===== src/rtl/syn_sram_acc_arb_pkg.sv =====
// Shared types and the round-robin pick helper for the SRAM access arbiter.
package syn_sram_acc_arb_pkg;

  // Default requester count.
  localparam int NUM_AGENTS_DEF = 4;
  // Largest supported requester count. Tags and pointers are sized for it so any NUM_AGENTS in 2..8 fits.
  localparam int NUM_AGENTS_MAX = 8;
  localparam int AGT_IDX_W      = $clog2(NUM_AGENTS_MAX);

  typedef logic [AGT_IDX_W-1:0] agt_idx_t;

  typedef struct packed {
    logic     valid;
    agt_idx_t idx;
  } pick_t;

  // First requester at index >= ptr, wrapping. Request bits at and above NUM_AGENTS
  // are zero, so scanning modulo NUM_AGENTS_MAX gives the same order as scanning
  // modulo the real agent count.
  function automatic pick_t rr_pick(input logic [NUM_AGENTS_MAX-1:0] req,
                                    input agt_idx_t                  ptr);
    pick_t    res;
    agt_idx_t cand;
    res.valid = 1'b0;
    res.idx   = '0;
    for (int k = 0; k < NUM_AGENTS_MAX; k++) begin
      cand = ptr + agt_idx_t'(k);
      if (!res.valid && req[cand]) begin
        res.valid = 1'b1;
        res.idx   = cand;
      end
    end
    return res;
  endfunction

endpackage


===== src/rtl/syn_sram_acc_tag_fifo.sv =====
// In-order FIFO of requester tags, one entry per outstanding SRAM read.
// Push and pop in the same cycle are allowed even when the FIFO is full.
module syn_sram_acc_tag_fifo
  import syn_sram_acc_arb_pkg::*;
#(
  parameter int DEPTH = 4,
  parameter int CNT_W = $clog2(DEPTH) + 1
) (
  input  logic             clk_ir,
  input  logic             rst_il,
  input  logic             push,
  input  agt_idx_t         push_tag,
  input  logic             pop,
  output agt_idx_t         head_tag,
  output logic             full,
  output logic             empty,
  output logic [CNT_W-1:0] count
);

  localparam int PTR_W = (DEPTH > 1) ? $clog2(DEPTH) : 1;

  agt_idx_t         mem_r [DEPTH];
  logic [PTR_W-1:0] wr_ptr_r;
  logic [PTR_W-1:0] rd_ptr_r;
  logic [CNT_W-1:0] count_r;
  logic             wr_s;
  logic             rd_s;
  logic [PTR_W-1:0] wr_ptr_nxt_s;
  logic [PTR_W-1:0] rd_ptr_nxt_s;

  // Qualify push/pop against the current fill level and compute wrapped pointers.
  always_comb begin
    rd_s = pop & ~empty;
    wr_s = push & (~full | rd_s);
    if (wr_ptr_r == PTR_W'(DEPTH - 1)) begin
      wr_ptr_nxt_s = '0;
    end else begin
      wr_ptr_nxt_s = wr_ptr_r + PTR_W'(1);
    end
    if (rd_ptr_r == PTR_W'(DEPTH - 1)) begin
      rd_ptr_nxt_s = '0;
    end else begin
      rd_ptr_nxt_s = rd_ptr_r + PTR_W'(1);
    end
  end

  // Pointer and occupancy registers.
  always_ff @(posedge clk_ir or negedge rst_il) begin
    if (!rst_il) begin
      wr_ptr_r <= '0;
      rd_ptr_r <= '0;
      count_r  <= '0;
    end else begin
      if (wr_s) begin
        wr_ptr_r <= wr_ptr_nxt_s;
      end
      if (rd_s) begin
        rd_ptr_r <= rd_ptr_nxt_s;
      end
      case ({wr_s, rd_s})
        2'b10:   count_r <= count_r + CNT_W'(1);
        2'b01:   count_r <= count_r - CNT_W'(1);
        default: count_r <= count_r;
      endcase
    end
  end

  // Tag storage; contents need no reset because the pointers define validity.
  always_ff @(posedge clk_ir) begin
    if (wr_s) begin
      mem_r[wr_ptr_r] <= push_tag;
    end
  end

  assign head_tag = mem_r[rd_ptr_r];
  assign count    = count_r;
  assign full     = (count_r == CNT_W'(DEPTH));
  assign empty    = (count_r == '0);

endmodule


===== src/rtl/syn_sram_acc_arb.sv =====
// Round-robin arbiter sharing one SRAM command bus between NUM_AGENTS requesters,
// with in-order routing of read data back to the agent that issued each read.
module syn_sram_acc_arb
  import syn_sram_acc_arb_pkg::*;
#(
  parameter int NUM_AGENTS = NUM_AGENTS_DEF,
  parameter int DATA_W     = 16,
  parameter int ADDR_W     = 18,
  parameter int MAX_RD_OUT = 4
) (
  input  logic                             clk_ir,
  input  logic                             rst_il,
  input  logic [NUM_AGENTS-1:0]            agt_rd_en,
  input  logic [NUM_AGENTS-1:0]            agt_wr_en,
  input  logic [NUM_AGENTS-1:0][ADDR_W-1:0] agt_addr,
  input  logic [NUM_AGENTS-1:0][DATA_W-1:0] agt_wr_data,
  output logic [NUM_AGENTS-1:0]            agt_rdy,
  output logic [NUM_AGENTS-1:0]            agt_rd_valid,
  output logic [DATA_W-1:0]                agt_rd_data,
  input  logic                             sram_rdy,
  output logic                             sram_rd_en,
  output logic                             sram_wr_en,
  output logic [ADDR_W-1:0]                sram_addr,
  output logic [DATA_W-1:0]                sram_wr_data,
  input  logic                             sram_rd_valid,
  input  logic [DATA_W-1:0]                sram_rd_data,
  output logic                             orphan_err
);

  localparam int       IDX_W    = (NUM_AGENTS > 1) ? $clog2(NUM_AGENTS) : 1;
  localparam int       CNT_W    = $clog2(MAX_RD_OUT) + 1;
  localparam agt_idx_t LAST_AGT = agt_idx_t'(NUM_AGENTS - 1);

  logic [NUM_AGENTS_MAX-1:0] req_pad_s;
  pick_t                     pick_s;
  agt_idx_t                  grant_s;
  logic [IDX_W-1:0]          gidx_s;
  agt_idx_t                  rr_ptr_r;
  agt_idx_t                  rr_ptr_nxt_s;
  logic                      fire_s;
  logic                      push_s;
  logic                      pop_s;
  logic                      fifo_full_s;
  logic                      fifo_empty_s;
  agt_idx_t                  fifo_head_s;
  logic [NUM_AGENTS-1:0]     head_oh_s;
  // Occupancy is kept visible for debug; the arbiter only needs full/empty.
  logic [CNT_W-1:0]          fifo_count_unused;

  // Round-robin grant from rr_ptr over agents requesting a read or a write.
  always_comb begin
    req_pad_s                 = '0;
    req_pad_s[NUM_AGENTS-1:0] = agt_rd_en | agt_wr_en;
    pick_s                    = rr_pick(req_pad_s, rr_ptr_r);
    grant_s                   = pick_s.idx;
    gidx_s                    = grant_s[IDX_W-1:0];
  end

  // Forward the granted command; a read-and-write request is a write, and reads stall while the tag FIFO is full.
  always_comb begin
    sram_rd_en   = 1'b0;
    sram_wr_en   = 1'b0;
    sram_addr    = '0;
    sram_wr_data = '0;
    if (pick_s.valid) begin
      sram_wr_en   = agt_wr_en[gidx_s];
      sram_rd_en   = agt_rd_en[gidx_s] & ~agt_wr_en[gidx_s] & ~fifo_full_s;
      sram_addr    = agt_addr[gidx_s];
      sram_wr_data = agt_wr_data[gidx_s];
    end else begin
      sram_rd_en = 1'b0;
      sram_wr_en = 1'b0;
    end
  end

  // Handshake back to the granted agent and tag FIFO controls.
  always_comb begin
    agt_rdy = '0;
    fire_s  = sram_rdy & (sram_wr_en | sram_rd_en);
    push_s  = fire_s & sram_rd_en;
    pop_s   = sram_rd_valid & ~fifo_empty_s;
    if (fire_s) begin
      agt_rdy[gidx_s] = 1'b1;
    end else begin
      agt_rdy = '0;
    end
  end

  // Next round-robin start: one past the agent that just transferred.
  always_comb begin
    if (grant_s == LAST_AGT) begin
      rr_ptr_nxt_s = '0;
    end else begin
      rr_ptr_nxt_s = grant_s + agt_idx_t'(1);
    end
  end

  // Round-robin pointer advances only on a completed transfer.
  always_ff @(posedge clk_ir or negedge rst_il) begin
    if (!rst_il) begin
      rr_ptr_r <= '0;
    end else if (fire_s) begin
      rr_ptr_r <= rr_ptr_nxt_s;
    end
  end

  syn_sram_acc_tag_fifo #(
    .DEPTH (MAX_RD_OUT),
    .CNT_W (CNT_W)
  ) u_tag_fifo (
    .clk_ir   (clk_ir),
    .rst_il   (rst_il),
    .push     (push_s),
    .push_tag (grant_s),
    .pop      (pop_s),
    .head_tag (fifo_head_s),
    .full     (fifo_full_s),
    .empty    (fifo_empty_s),
    .count    (fifo_count_unused)
  );

  // Decode the owner of the oldest outstanding read.
  always_comb begin
    head_oh_s = '0;
    for (int i = 0; i < NUM_AGENTS; i++) begin
      head_oh_s[i] = (fifo_head_s == agt_idx_t'(i));
    end
  end

  // Registered read return routing and sticky orphan-return flag.
  always_ff @(posedge clk_ir or negedge rst_il) begin
    if (!rst_il) begin
      agt_rd_valid <= '0;
      agt_rd_data  <= '0;
      orphan_err   <= 1'b0;
    end else begin
      agt_rd_valid <= head_oh_s & {NUM_AGENTS{pop_s}};
      if (sram_rd_valid) begin
        agt_rd_data <= sram_rd_data;
      end
      if (sram_rd_valid & fifo_empty_s) begin
        orphan_err <= 1'b1;
      end
    end
  end

endmodule


===== config.mk =====
export PLATFORM = sky130hd
export DESIGN_NAME = syn_sram_acc_arb
export DESIGN_NICKNAME = d
export VERILOG_FILES = /design/src/rtl/syn_sram_acc_arb_pkg.sv /design/src/rtl/syn_sram_acc_tag_fifo.sv /design/src/rtl/syn_sram_acc_arb.sv
export SDC_FILE = /design/constraint.sdc
export NUM_CORES = 1
export LEC_CHECK = 0
export ABC_AREA = 1
export CAP_MARGIN = 0
export CORE_UTILIZATION = 38
export DETAILED_ROUTE_END_ITERATION = 8
export GPL_ROUTABILITY_DRIVEN = 0
export GPL_TIMING_DRIVEN = 0
export HOLD_SLACK_MARGIN = 0.12
export PLACE_DENSITY = 0.86
export SYNTH_ARGS = -nofsm -noshare
export SYNTH_HDL_FRONTEND = slang
export SYNTH_SLANG_ARGS = --single-unit

===== constraint.sdc =====
create_clock -name clk_ir -period 4.8 [get_ports clk_ir]
set_input_delay 0.72 -clock clk_ir [delete_from_list [all_inputs] [get_ports clk_ir]]
set_output_delay 0.72 -clock clk_ir [all_outputs]
set_load 0.03 [all_outputs]

# Word level (Yosys, flattened, before mapping)
# Memories as Yosys holds them, arrays and structs flattened.
# Cells that the tools add are included.
# op_classes
n_addsub,12
magnitude_cmp,10
eq_ne,9
n_mux,45
bitwise_logic,15
n_reduce_logical,18
# ops
operator,n
binary-select mux 18 bit (select 2 bit),1
two-way mux 18 bit,2
two-way mux 4 bit,9
binary-select mux 16 bit (select 2 bit),1
"< comparator 3 x 4 -> 1 bit, second input constant",8
two-way mux 16 bit,2
binary-select mux 1 bit (select 3 bit),8
two-way mux 1 bit,15
"adder 3 bit, second input constant",4
"adder 3 x 1 -> 3 bit, second input constant",3
"equality test 3 x 2 -> 1 bit, second input constant",3
AND 1 bit,8
logical AND 1 bit,8
logical NOT 1 bit,7
"adder 3 x 2 -> 3 bit, second input constant",2
"equality test 2 bit, second input constant",3
logical NOT 3 bit,2
one-hot mux 3 bit (2 select lines),1
"adder 2 x 1 -> 2 bit, second input constant",2
AND 4 bit,1
binary-select mux 1 bit (select 2 bit),2
two-way mux 2 bit,2
bitwise OR 4 bit,1
"equality test 3 x 1 -> 1 bit, second input constant",1
other kinds (10),13
# totals
regBits,31
mem_bits_rw,12
out_inout_bits,61
n_memories,1
# mem_list
name,words,width,read_ports,rd_ports_with_merged_regs,wr,line_no,source
u_tag_fifo.mem_r,4,3,1,0,1,syn_sram_acc_tag_fifo.sv:22,agt_idx_t mem_r [DEPTH];

# Longest topological paths before layout
# Gate-level depths: netlist of the first run.
# depth
ltp_word,37
depth_mapped,24
depth_no_buf,23

# Hierarchy
# From an unflattened synthesis of the first run, not the netlist that was laid out.
# hier_totals
cells_unflattened,569
area_unflattened_um2,3598.5
# modules_own_cells
mod,instances,cells_per_inst,area_per_inst_um2
syn_sram_acc_arb,1,480,2667.6
syn_sram_acc_tag_fifo,1,89,930.9

# Worst setup path after synthesis of the first run
# OpenSTA, ideal clock, no wires.
# synth_timing
kind,reg2out
startpoint,register rr_ptr_r[0]
endpoint,output port sram_wr_data[11]
arrival_ns,3.001
t_required_ns,4.080
slack_ns,1.079
path_stages_with_launch,17
n_path_buf,1
cell_sequence,dfrtp_1 -> inv_2 -> ha_1 -> inv_1 -> nand2_1 -> nand3_4 -> nand2_1 -> nor2_1 -> nand3_1 -> nand2_1 -> nand3_1 -> nor2_2 -> nor2_8 -> buf_4 -> nand2_1 -> a21oi_1 -> nor3_1
# synth_rtl
element,line_no,source
from (decl),syn_sram_acc_arb.sv:38,agt_idx_t rr_ptr_r;
from (signal assigned),syn_sram_acc_arb.sv:103,rr_ptr_r <= rr_ptr_nxt_s;
to (decl),syn_sram_acc_arb.sv:24,"output logic [DATA_W-1:0] sram_wr_data,"

==> results of run 1 <==
==> worst paths after layout <==
path | endpoint | start | depth (start not counted) | slack, ps
worst max-delay path | agt_rdy[3] | rr_ptr_r[1]$_DFFE_PN0P_ | 17 | 270
worst min-delay path | agt_rd_data[12]$_DFFE_PN0P_ | rst_il | 1 | 460
worst max register to register | u_tag_fifo.count[2]$_DFFE_PN0P_ | rr_ptr_r[1]$_DFFE_PN0P_ | 22 | 840
worst min register to register | orphan_err$_DFFE_PN0P_ | orphan_err$_DFFE_PN0P_ | 1 | 490
max in group asynchronous | rr_ptr_r[0]$_DFFE_PN0P_ | rst_il | 1 | 3880
min in group clk_ir | orphan_err$_DFFE_PN0P_ | orphan_err$_DFFE_PN0P_ | 1 | 490
==> cell usage after synthesis (3+ instances only) <==
master,number
nand4_1,5
buf_2,12
inv_1,31
nand2_2,3
o21ai_0,6
a21oi_1,73
nand3_2,6
nor3_1,25
xnor2_1,3
nand3_1,14
nor2_1,29
dfrtp_1,31
nand2_1,193
nor3_2,10
edfxtp_1,12
inv_2,3
mux2_2,16
ha_1,12
buf_4,8
clkbuf_1,7
==> state kept, by name, indices dropped and copies added, names as in the netlist <==
register	flops
agt_rd_data	16
agt_rd_valid	4
orphan_err	1
rr_ptr_r	3
u_tag_fifo.count	3
u_tag_fifo.mem_r	12
u_tag_fifo.rd_ptr_r	2
u_tag_fifo.wr_ptr_r	2
==> cell type report <==
type	instances	area [µm²]	area share
timing repair buffer	225	2340	0.372
multi-input combinational	420	2250	0.359
sequential	43	1140	0.181
tap	129	161	0.0257
buffer	28	153	0.0243
inverter	35	131	0.0209
clock buffer	5	68.8	0.0109
clock inverter	3	43.8	0.00697
==> metrics by stage <==
step	cells	worst slack (ps)	TNS [ps]	util	area (µm²)
final	888	270	0	0.677	6290
after global routing	888	6.30	0	0.677	6290
after CTS	886	35.2	0	0.666	6180
after detailed placement	878	-2.18	-2.18	0.653	6070
after global placement	878	127	0	0.653	6070
after floorplan	526	1080	0	-	3670
==> critical path, cell delays in order (launching register included) <==
cell and delay (ps):
dfrtp_1 390, buf_4 170, inv_1 120, ha_1 300
inv_1 210, nand2_1 150, nand3_4 140, nand4_4 140
nor2_4 150, nand4_2 170, nand3_2 160, nand2_4 110
inv_2 130, buf_2 290, ha_1 240, inv_1 50
nor2_1 170, clkdlybuf4s15_1 400
==> logic make-up after synthesis <==
family | after synthesis
AO/OA/AOI/OAI | 87
AND/OR/NAND/NOR | 295
buffers and inverters | 63
flip-flops | 43
XOR/XNOR | 5
adder cells (fa/ha/maj) | 13
other | 1
multiplexers | 16
==> routing by layer <==
metal / vias to the layer above / wire length (µm) / track usage
met5: - / 0 / 0
met4: 0 / 355 / 0.0881
met3: 28 / 977 / 0.0522
met2: 202 / 6940 / 0.483
met1: 2012 / 4920 / 0.277
li1: 2187 / - / -
==> what timing repair did <==
item,in CTS,in global routing
endpoints found under the setup margin,7,40
buffers inserted,0,2
hold endpoints to repair,0,0
resized for setup,3,40
pin swaps,0,1
==> key figures, run 1 <==
Drt
  • Vias per cell: 4.99
  • Wirelength per Cell: 14.9 µm
  • Drc violations: 0
  • Pre-antenna DRT Iters: 4
  • Initial drt markers: 188
  • Number of vias in the routed layout: 4429
  • DRT Wirelength: 13.2 mm
  • DRT antenna net count: 0

Worst setup path
  • CP endpoint kind: output port
  • Crit-path max FO: 15
  • Arrival @ worst endpoint: 3810 ps
  • Critical path type: reg2out
  • Setup crit start kind: flip-flop
  • Worst path required time: 4080 ps

Logic synthesis
  • Compound-cell area share of the yosys netlist: 0.129
  • Post-synthesis sequential area ratio: 0.310
  • Synth unique cells: 39
  • Adder-cell area share of the yosys netlist: 0.0465
  • Gate Count Post-Synth: 523
  • Synth warn: 0
  • Mux cell area share after synthesis: 0.0492
  • Leading area contributor after synthesis: dfrtp_1
  • Post-synth top area share: 0.212
  • Synth Flop Type: dfrtp_1
  • Post-synthesis register bit count: 43
  • Post-synth EDFFs: 12
  • Mapped Area: 3660 µm²
  • Xor and xnor area share after synthesis: 0.0120
  • Top post-synthesis cells by area: dfrtp_1 (21%), nand2_1 (20%), a21oi_1 (10%), edfxtp_1 (9.8%), mux2_2 (4.9%)
  • Post-synth ARST share: 0.721
  • Syn avg cell area: 7.00 µm²
  • Largest family of logic cells by synthesized area: simple AND/OR/NAND/NOR gates
  • Synth Area in Simple Gates: 0.375

Cells and area
  • Net count reported at finish: 935
  • Area Growth Syn to Fin: 71.7%
  • Most common cell after layout, fill and taps aside: nand2_1
  • Most frequent cells in the layout: nand2_1 (193), clkdlybuf4s50_1 (183), a21oi_1 (73), dlymetal6s2s_1 (38), inv_1 (31)
  • Fillers: 758
  • Diodes inserted: 0
  • Share of layout cells above drive strength 1: 0.111

Run
  • Max-cap viol count: 0

Global routing
  • Pin count of the biggest net entering global routing: 32
  • Gr ovfl total: 0
  • Initial antenna violation count: 0
  • Global-route wire length before repair: 20.1 mm
  • Overall routing resource usage: 0.254
  • Vias in the first global route: 4300

Floorplan
  • Die width: 100 µm
  • Rows: 35
  • DIE HEIGHT: 100 µm
  • Die footprint: 10000 µm²
  • I/O pin total: 225
  • Initial Util: 0.394
  • Total core area: 9280 µm²

Clock tree
  • CTS tree: done
  • Clock tree sinks: 43
  • Cts bufs inserted: 5
  • CTS H-tree lvls: 2
  • Clock-pin slew of the registers on the worst-case setup and hold paths: 80 ps
  • Clock Latency Late Sink: 290 ps
  • Clock buffer depth: 2
  • Hold-fix buffers, CTS: 0
  • CTS root buf: clkbuf_8

Timing
  • Final Hold Fails: 0
  • Max-slew headroom: 0.550
  • Worst-margin pin slew: 675 ps
  • Final setup fails: 0
  • Final worst path period need: 4530 ps
  • Fin. max-slew vios: 0
  • Worst Clk Skew: 2.59 ps
  • RSZ-0062 raised after global routing: false
  • Period utilization: 0.944
  • Max Clk Rate: 0.221 GHz
  • Fin Hold WS: 455 ps

Place
  • Detailed Place HPWL: 10.9 mm
  • Port bufs: 223

Min path
  • HP Class: in2async

Outcome
  • Run status: finished clean
Power of run 1 is not shown: default switching activity piles up to over one toggle a cycle in this logic, so the estimate is an artifact.
==> inputs of run 2 (changes only) <==
--- a/config.mk
+++ b/config.mk
@@ -16,3 +16,4 @@
 export SYNTH_ARGS = -nofsm -noshare
 export SYNTH_HDL_FRONTEND = slang
 export SYNTH_SLANG_ARGS = --single-unit
+export TNS_END_PERCENT = 1
==> key figures, run 2 (synthesis gave the netlist of run 1 again) <==
Outcome
  • Run status: finished clean

Global routing
  • Global-route wire length before repair: 20.1 mm
  • Initial antenna violation count: 0
  • Gr ovfl total: 0
  • Vias in the first global route: 4300
  • Pin count of the biggest net entering global routing: 32
  • Overall routing resource usage: 0.254

Min path
  • HP Class: in2async

Worst setup path
  • Crit-path max FO: 15
  • Worst path required time: 4080 ps
  • CP endpoint kind: output port
  • CP Capture Point: agt_rdy[3]
  • Critical path type: reg2out
  • Arrival @ worst endpoint: 3800 ps
  • Setup crit start kind: flip-flop
  • Reg2reg path depth: 22
  • Worst flop-to-flop path endpoint: u_tag_fifo.count[2]$_DFFE_PN0P_
  • Critical path origin: rr_ptr_r[1]$_DFFE_PN0P_
  • Critical R2R Launch: rr_ptr_r[1]$_DFFE_PN0P_
  • Worst R2R Setup Slack: 850 ps

Drt
  • Initial drt markers: 158
  • Vias per cell: 5.02
  • DRT antenna net count: 0
  • Drc violations: 0
  • Pre-antenna DRT Iters: 5
  • DRT Wirelength: 13.2 mm
  • Number of vias in the routed layout: 4449
  • Wirelength per Cell: 14.9 µm

Place
  • Detailed Place HPWL: 10.9 mm
  • Port bufs: 223
  • Pre-CTS setup slack: -2.18 ps

Cells and area
  • Most frequent cells in the layout: nand2_1 (193), clkdlybuf4s50_1 (183), a21oi_1 (73), dlymetal6s2s_1 (38), inv_1 (31)
  • Fillers: 760
  • Diodes inserted: 0
  • Most common cell after layout, fill and taps aside: nand2_1
  • Final Util: 0.676
  • Share of layout cells above drive strength 1: 0.108
  • Max reg flops: 16
  • Net count reported at finish: 933
  • Top flop regs: agt_rd_data: 16 flops, u_tag_fifo.mem_r: 12 flops, agt_rd_valid: 4 flops
  • Top reg by flops: agt_rd_data
  • Area Growth Syn to Fin: 71.3%

Timing
  • Final setup fails: 0
  • Worst Clk Skew: 2.39 ps
  • RSZ-0062 raised after global routing: false
  • Worst setup margin: 278 ps
  • Max-slew headroom: 0.529
  • Period utilization: 0.942
  • Max Clk Rate: 0.221 GHz
  • Worst-margin pin slew: 706 ps
  • Final worst path period need: 4520 ps
  • Final Hold Fails: 0
  • Fin. max-slew vios: 0

Clock tree
  • CTS H-tree lvls: 2
  • CTS tree: done
  • Clock-pin slew of the registers on the worst-case setup and hold paths: 80 ps
  • Clock tree sinks: 43
  • Cts bufs inserted: 5
  • Clock buffer depth: 2
  • Clock Latency Late Sink: 290 ps
  • Hold-fix buffers, CTS: 0
  • Post-CTS Setup Bufs: 0
  • CTS root buf: clkbuf_8

Floorplan
  • Die width: 100 µm
  • Total core area: 9280 µm²
  • Rows: 35
  • I/O pin total: 225
  • DIE HEIGHT: 100 µm
  • Initial Util: 0.394
  • Die footprint: 10000 µm²

Run
  • Max-cap viol count: 0
## run 2: changes by cell type in the layout (fill, tap and decap cells not counted), sizes merged
cell	delta
buf	-2
## run 2: cell type report
| type | count | area [µm²] | area share |
|---|---|---|---|
| Tap cell | 129 | 161 | 0.0257 |
| Inverter | 35 | 131 | 0.0209 |
| Sequential cell | 43 | 1140 | 0.181 |
| Buffer | 28 | 153 | 0.0243 |
| Timing Repair Buffer | 223 | 2320 | 0.370 |
| Clock inverter | 3 | 43.8 | 0.00698 |
| Multi-Input combinational cell | 420 | 2250 | 0.359 |
| Clock buffer | 5 | 68.8 | 0.0110 |
## run 2: repair_timing
item	CTS	global route
gates resized for setup	3	40
setup endpoints to repair	7	40
hold endpoints to repair	0	0
gates cloned	0	0
pin swaps	0	1
## run 2: metrics by stage
stage	hold slack [ps]	setup TNS, ps	std cells	cell area (µm²)
floorplan	424	0	526	3670
global placement	451	0	878	6070
detailed placement	479	-2.18	878	6070
CTS	497	0	886	6180
global route	494	0	886	6270
finish	454	0	886	6270
## run 2: worst min path at each step
stage | to | cells after the start
final | agt_rd_data[12]$_DFFE_PN0P_ | 1
after global routing | agt_rd_data[12]$_DFFE_PN0P_ | 1
after CTS | orphan_err$_DFFE_PN0P_ | 1
after detailed placement | orphan_err$_DFFE_PN0P_ | 1
after global placement | orphan_err$_DFFE_PN0P_ | 1
after floorplan | agt_rd_data[0]$_DFFE_PN0P_ | 0
## run 2: routing by layer
| layer | track usage | routed length [µm] |
|---|---|---|
| met2 | 0.483 | 6890 |
| met4 | 0.0881 | 391 |
| met3 | 0.0522 | 905 |
| met5 | 0 | 0 |
| met1 | 0.277 | 5060 |
## run 2: critical path, cell delays in order, from the launching register on
cell and delay [ps]:
dfrtp_1 390, buf_4 170, inv_1 120, ha_1 300, inv_1 210, nand2_1 150, nand3_4 140, nand4_4 140
nor2_4 150, nand4_2 170, nand3_2 160, nand2_4 110, inv_2 130, buf_2 290, ha_1 240, inv_1 50
nor2_1 170, clkdlybuf4s15_1 400
Power of run 2 is left out for the same reason.
